## config.mk

```make
export PLATFORM = sky130hd
export DESIGN_NAME = debug_step_ctrl
export DESIGN_NICKNAME = d
export VERILOG_FILES = /design/src/rtl/debug_step_ctrl.sv
export SDC_FILE = /design/constraint.sdc
export NUM_CORES = 1
export LEC_CHECK = 0
export CAP_MARGIN = 10
export CORE_MARGIN = 2
export CORE_UTILIZATION = 30
export CTS_CLUSTER_SIZE = 24
export DETAILED_ROUTE_END_ITERATION = 16
export MAX_ROUTING_LAYER = met4
export PLACE_DENSITY = 0.6
export SLEW_MARGIN = 20
export SYNTH_ARGS = -nofsm -noshare
export SYNTH_HDL_FRONTEND = slang
export SYNTH_SLANG_ARGS = --single-unit
```

## constraint.sdc

```tcl
create_clock -name clk -period 3 [get_ports clk]
set_clock_uncertainty 0.1 [all_clocks]
set_input_delay 0.45 -clock clk [delete_from_list [all_inputs] [get_ports clk]]
set_output_delay 0.45 -clock clk [all_outputs]
set_load 0.02 [all_outputs]
```

## src/rtl/debug_step_ctrl.sv

```systemverilog
// Board-level run/halt/single-step controller feeding debug_en/debug_step of the CPU controller.
// Conditions raw switch/buttons and adds a PC breakpoint plus a run-N-cycles mode.
module debug_step_ctrl #(
    parameter int unsigned DEBOUNCE_CYCLES = 1000000,
    parameter int unsigned RUNN_W          = 16
) (
    input  logic              clk,
    input  logic              rst,
    input  logic              sw_debug,
    input  logic              btn_step,
    input  logic              btn_run,
    input  logic [RUNN_W-1:0] run_n,
    input  logic              run_n_start,
    input  logic              break_en,
    input  logic [31:0]       break_pc,
    input  logic [31:0]       pc_if,
    input  logic              if_valid,
    output logic              debug_en,
    output logic              debug_step,
    output logic [2:0]        state,
    output logic [31:0]       adv_count
);

    localparam int unsigned DB_W = (DEBOUNCE_CYCLES > 1) ? $clog2(DEBOUNCE_CYCLES) : 1;
    localparam logic [DB_W-1:0] DB_LAST = DB_W'(DEBOUNCE_CYCLES - 1);

    typedef enum logic [2:0] {
        StRun  = 3'd0,
        StHalt = 3'd1,
        StStep = 3'd2,
        StRunN = 3'd3
    } state_e;

    // Input conditioning; bit 0 = step button, bit 1 = run button
    logic [1:0]      sw_sync_q;
    logic [1:0]      fill_q;
    logic [1:0]      btn_s1_q;
    logic [1:0]      btn_s2_q;
    logic [1:0]      btn_db_q;
    logic [1:0]      btn_db_d;
    logic [1:0]      btn_db_dly_q;
    logic [DB_W-1:0] db_cnt_q [2];
    logic [DB_W-1:0] db_cnt_d [2];

    logic step_req;
    logic run_req;
    logic sw_on;

    // FSM and outputs
    state_e            state_q;
    state_e            state_d;
    logic [RUNN_W-1:0] run_cnt_q;
    logic [RUNN_W-1:0] run_cnt_d;
    logic              mask_q;
    logic              mask_d;
    logic              bp_hit;
    logic              debug_en_q;
    logic              debug_step_q;
    logic [31:0]       adv_q;

    // Counter runs while the synchronized level differs from the accepted one; any
    // return to the accepted level restarts it.
    always_comb begin
        btn_db_d = btn_db_q;
        for (int i = 0; i < 2; i++) begin
            db_cnt_d[i] = '0;
            if (btn_s2_q[i] != btn_db_q[i]) begin
                if (db_cnt_q[i] == DB_LAST) begin
                    btn_db_d[i] = btn_s2_q[i];
                end else begin
                    db_cnt_d[i] = db_cnt_q[i] + 1'b1;
                end
            end
        end
    end

    always_ff @(posedge clk) begin
        if (rst) begin
            sw_sync_q    <= '0;
            fill_q       <= '0;
            btn_s1_q     <= '0;
            btn_s2_q     <= '0;
            btn_db_q     <= '0;
            btn_db_dly_q <= '0;
            for (int i = 0; i < 2; i++) begin
                db_cnt_q[i] <= '0;
            end
        end else begin
            sw_sync_q    <= {sw_sync_q[0], sw_debug};
            fill_q       <= {fill_q[0], 1'b1};
            btn_s1_q     <= {btn_run, btn_step};
            btn_s2_q     <= btn_s1_q;
            btn_db_q     <= btn_db_d;
            btn_db_dly_q <= btn_db_q;
            for (int i = 0; i < 2; i++) begin
                db_cnt_q[i] <= db_cnt_d[i];
            end
        end
    end

    assign step_req = btn_db_q[0] & ~btn_db_dly_q[0];
    assign run_req  = btn_db_q[1] & ~btn_db_dly_q[1];

    // The switch synchronizer clears to 0 on reset; until it holds a real sample the
    // switch is treated as on, so reset lands and stays in HALT.
    assign sw_on = sw_sync_q[1] | ~fill_q[1];

    assign bp_hit = break_en & if_valid & (pc_if == break_pc) & ~mask_q;

    always_comb begin
        state_d   = state_q;
        run_cnt_d = run_cnt_q;
        mask_d    = 1'b0;
        if (!sw_on) begin
            state_d = StRun;
        end else begin
            unique case (state_q)
                StRun: begin
                    if (bp_hit || run_req) begin
                        state_d = StHalt;
                    end
                end
                StHalt: begin
                    if (run_n_start) begin
                        if (run_n != '0) begin
                            run_cnt_d = run_n;
                            state_d   = StRunN;
                        end
                    end else if (run_req) begin
                        // Let execution resume past an instruction sitting on the breakpoint
                        state_d = StRun;
                        mask_d  = 1'b1;
                    end else if (step_req) begin
                        state_d = StStep;
                    end
                end
                StStep: begin
                    state_d = StHalt;
                end
                StRunN: begin
                    run_cnt_d = run_cnt_q - 1'b1;
                    if (bp_hit || run_req || (run_cnt_q == RUNN_W'(1))) begin
                        state_d = StHalt;
                    end
                end
                default: begin
                    state_d = StHalt;
                end
            endcase
        end
    end

    always_ff @(posedge clk) begin
        if (rst) begin
            state_q      <= StHalt;
            run_cnt_q    <= '0;
            mask_q       <= 1'b0;
            debug_en_q   <= 1'b1;
            debug_step_q <= 1'b0;
            adv_q        <= '0;
        end else begin
            state_q      <= state_d;
            run_cnt_q    <= run_cnt_d;
            mask_q       <= mask_d;
            debug_en_q   <= (state_d == StHalt) || (state_d == StStep);
            debug_step_q <= (state_d == StStep);
            adv_q        <= adv_q + {31'd0, (~debug_en_q | debug_step_q)};
        end
    end

    assign debug_en   = debug_en_q;
    assign debug_step = debug_step_q;
    assign state      = state_q;
    assign adv_count  = adv_q;

endmodule

```

==> flow_summary.yaml <==
status:
  status: "completed"
synth:
  ys_top_cells_by_area: "dfxtp_1, xnor2_1, nor2_1, xor2_1, nand4_1"
  ys_ff_latch: 106
  syn-cell-area_mm2: 0.00517
  netlist_instances: 613
  synth_edf_count: 0
  yosysMostFrequentCell: "dfxtp_1"
  synth_top_area_share_pct: 41.0
  ys_seq_area_share_pct: 41.0
  synth_fp_nets: 707
  async_flop_share_pct: 0
  syn_avg_cell_area_um2: 8.44
  yosysWarnings: 0
  synth_common_cells: "dfxtp_1, nor2_1, xnor2_1"
  yosysTopAreaCell: "dfxtp_1"
  ys.flop_type: "dfxtp_1"
  synth_cell_types: 52
route:
  vias: 4578
  ant_nets: 0
  totalWireLength_um: 11900
  viasPerCell: 4.75
  wl_per_cell_um: 12.3
  drc: 0
  drt_iter0_markers: 205
  drt-pass1-iter-count: 6
setup_path:
  worstPathRequired_ns: 3.14
  crit_path_max_fanout: 7
  end_kind: "flop"
  crit_slowest_cell: "or3b_2"
  start_kind: "flop"
  critPathKind: "flop to flop"
  worstPathCellList: "inv_1, ha_1, or3b_2, or3_1, o31a_1, o21ai_0, a21oi_1"
  cp_slowest_stage_delay_ns: 0.54
  crit_arrival_ns: 2.41
timing:
  tightest_slew_ns: 0.729
  hold_viol_final: 0
  min_period_ns: 2.27
  drv_slew: 0
  rsz0062_at_grt: "false"
  setup_ws_ns: 0.729
  fmax_ghz: 0.440
  finalCritPeriodShare_pct: 75.7
  setup_viol: 0
  holdWs_ns: 0.340
  fin_setup_tns_ns: 0
  maxSlewHeadroom_pct: 51.0
clock_network:
  cts-buffers-inserted: 9
  cts_root_buf: "clkbuf_16"
  clk-insertion-delay-late_ns: 0.35
  cts.reportedPaths.clkPinSlew_ns: 0.08
  post-cts-setup-buffers: 0
  ctsLongestPathBuffers: 2
  clkSinkCount: 106
  holdBufCountCts: 0
  cts_resized: 0
  cts_tree: "yes"
  cts-htree-levels: 3
grt:
  overflow: 0
  grt_pass1_wl_um: 20000
  grt_usage_pct: 13.7
  grt_pass1_vias: 4330
  grt_max_degree: 33
  grt_antenna_before_repair: 0
placement:
  dp_hpwl_um: 8840
  dpl_worst_slack_ns: 0.630
  io_buffer_count: 124
  gp_congestion: 0.813
final_layout:
  final_nets: 828
  num_antenna_cells: 0
  drive_gt1_share_pct: 4.33
  syn2layout_area_growth_pct: 34.3
pwr:
  total_power_mw: 2.95
  cellPowerDensity_mw_per_mm2: 425
  p_leak_nw: 2.26
  ir_worst_vdd_uv: 319
floorplanning:
  die-area_mm2: 0.0183
  core_area_mm2: 0.0171
  io_pins: 125
  die_h_um: 135
  die_x_um: 135
  start_util_pct: 30.3
  rows: 48
flow_run:
  maxCapViolCount: 0
worst_hold_path:
  hold_class: "flop to flop"
metal layers:
layer,GRT usage [%],vias to the layer above,part of all wire (%)
met4,3.82,0,1.2
met5,-,-,0
li1,-,2388,-
met1,17.2,2040,46
met3,3.55,9,6.1
met2,22.1,141,46
through the flow:
stage / instance area, um2 / instances / utilization, %
3_3_place_gp: 6670 / 948 / 39.1
2_1_floorplan: 5170 / 613 / -
6_report: 6950 / 964 / 40.8
5_1_grt: 6950 / 964 / 40.8
3_5_place_dp: 6670 / 948 / 39.1
4_1_cts: 6950 / 964 / 40.8
area by class of cell:
class                   count  area [um2]
clock buffers               9         225
clock inverters             7        60.1
fillers                  1720       10100
inverters                  16        60.1
multi-input cells         468        2900
flip-flops and latches    106        2120
well taps                 225         282
repair buffers            133        1300
critical path: cells and delay by family (launching register included):
kind                       cells  cell delay, ns
adders and majority gates      1            0.16
AOI/OAI and AO/OA              3            0.47
and+or+nand+nor                2            1.00
DFF                            1            0.33
buffers and inverters          1            0.09
final timing paths:
path	from	to	slack, ns	cells after the start
min reg2reg	fill_q[0]	fill_q[1]	0.34	1
max reg2reg	run_cnt_q[0]	run_cnt_q[14]	0.73	7
min	fill_q[0]	fill_q[1]	0.34	1
max	run_cnt_q[0]	run_cnt_q[14]	0.73	7
registers in the layout, summed over array words and instances (netlist names):
register      flops
fill_q            2
mask_q            1
btn_s2_q          2
sw_sync_q         2
db_cnt_q         40
state             3
btn_db_dly_q      2
btn_s1_q          2
debug_step        1
debug_en          1
adv_count        32
btn_db_q          2
run_cnt_q        16
report_power, final:
group	switching (mW)	internal, mW	total (mW)	leakage, nW
combinational	0.158	0.204	0.363	1.27
sequential	0.0225	1.43	1.45	0.858
clock	0.558	0.578	1.14	0.131
cells in the final DEF, fill, tap and decap left out, types with 4 or more instances in the layout:
cell type,synthesis,routed
clkdlybuf4s50_1,0,123
dfxtp_1,106,106
nor2_1,89,89
xnor2_1,71,71
nand2_1,31,31
a21oi_1,30,30
nand3_1,29,29
nand4_1,25,25
xor2_1,23,23
nor4_1,21,21
nor3_1,21,21
nor2b_1,16,16
inv_1,15,15
o21ai_0,14,14
or3_1,10,10
and3_1,9,9
clkbuf_16,0,9
buf_4,0,9
nand2b_1,7,7
o32ai_1,7,7
and2_1,7,7
and4_1,6,6
ha_1,6,6
or4_1,5,5
or2_2,4,4
kinds of logic after synthesis:
family | count (synthesis) | share of synthesized area (%)
AOI/OAI and AO/OA | 74 | 9.14
xor gates and xnor gates | 94 | 15.9
adders and majority gates | 6 | 1.45
buffers and inverters | 39 | 2.97
DFF | 106 | 41.0
muxes | 3 | 0.580
other | 1 | 0.0725
and+or+nand+nor | 290 | 28.9
No activity file was read; power rests on OpenSTA's default activity.
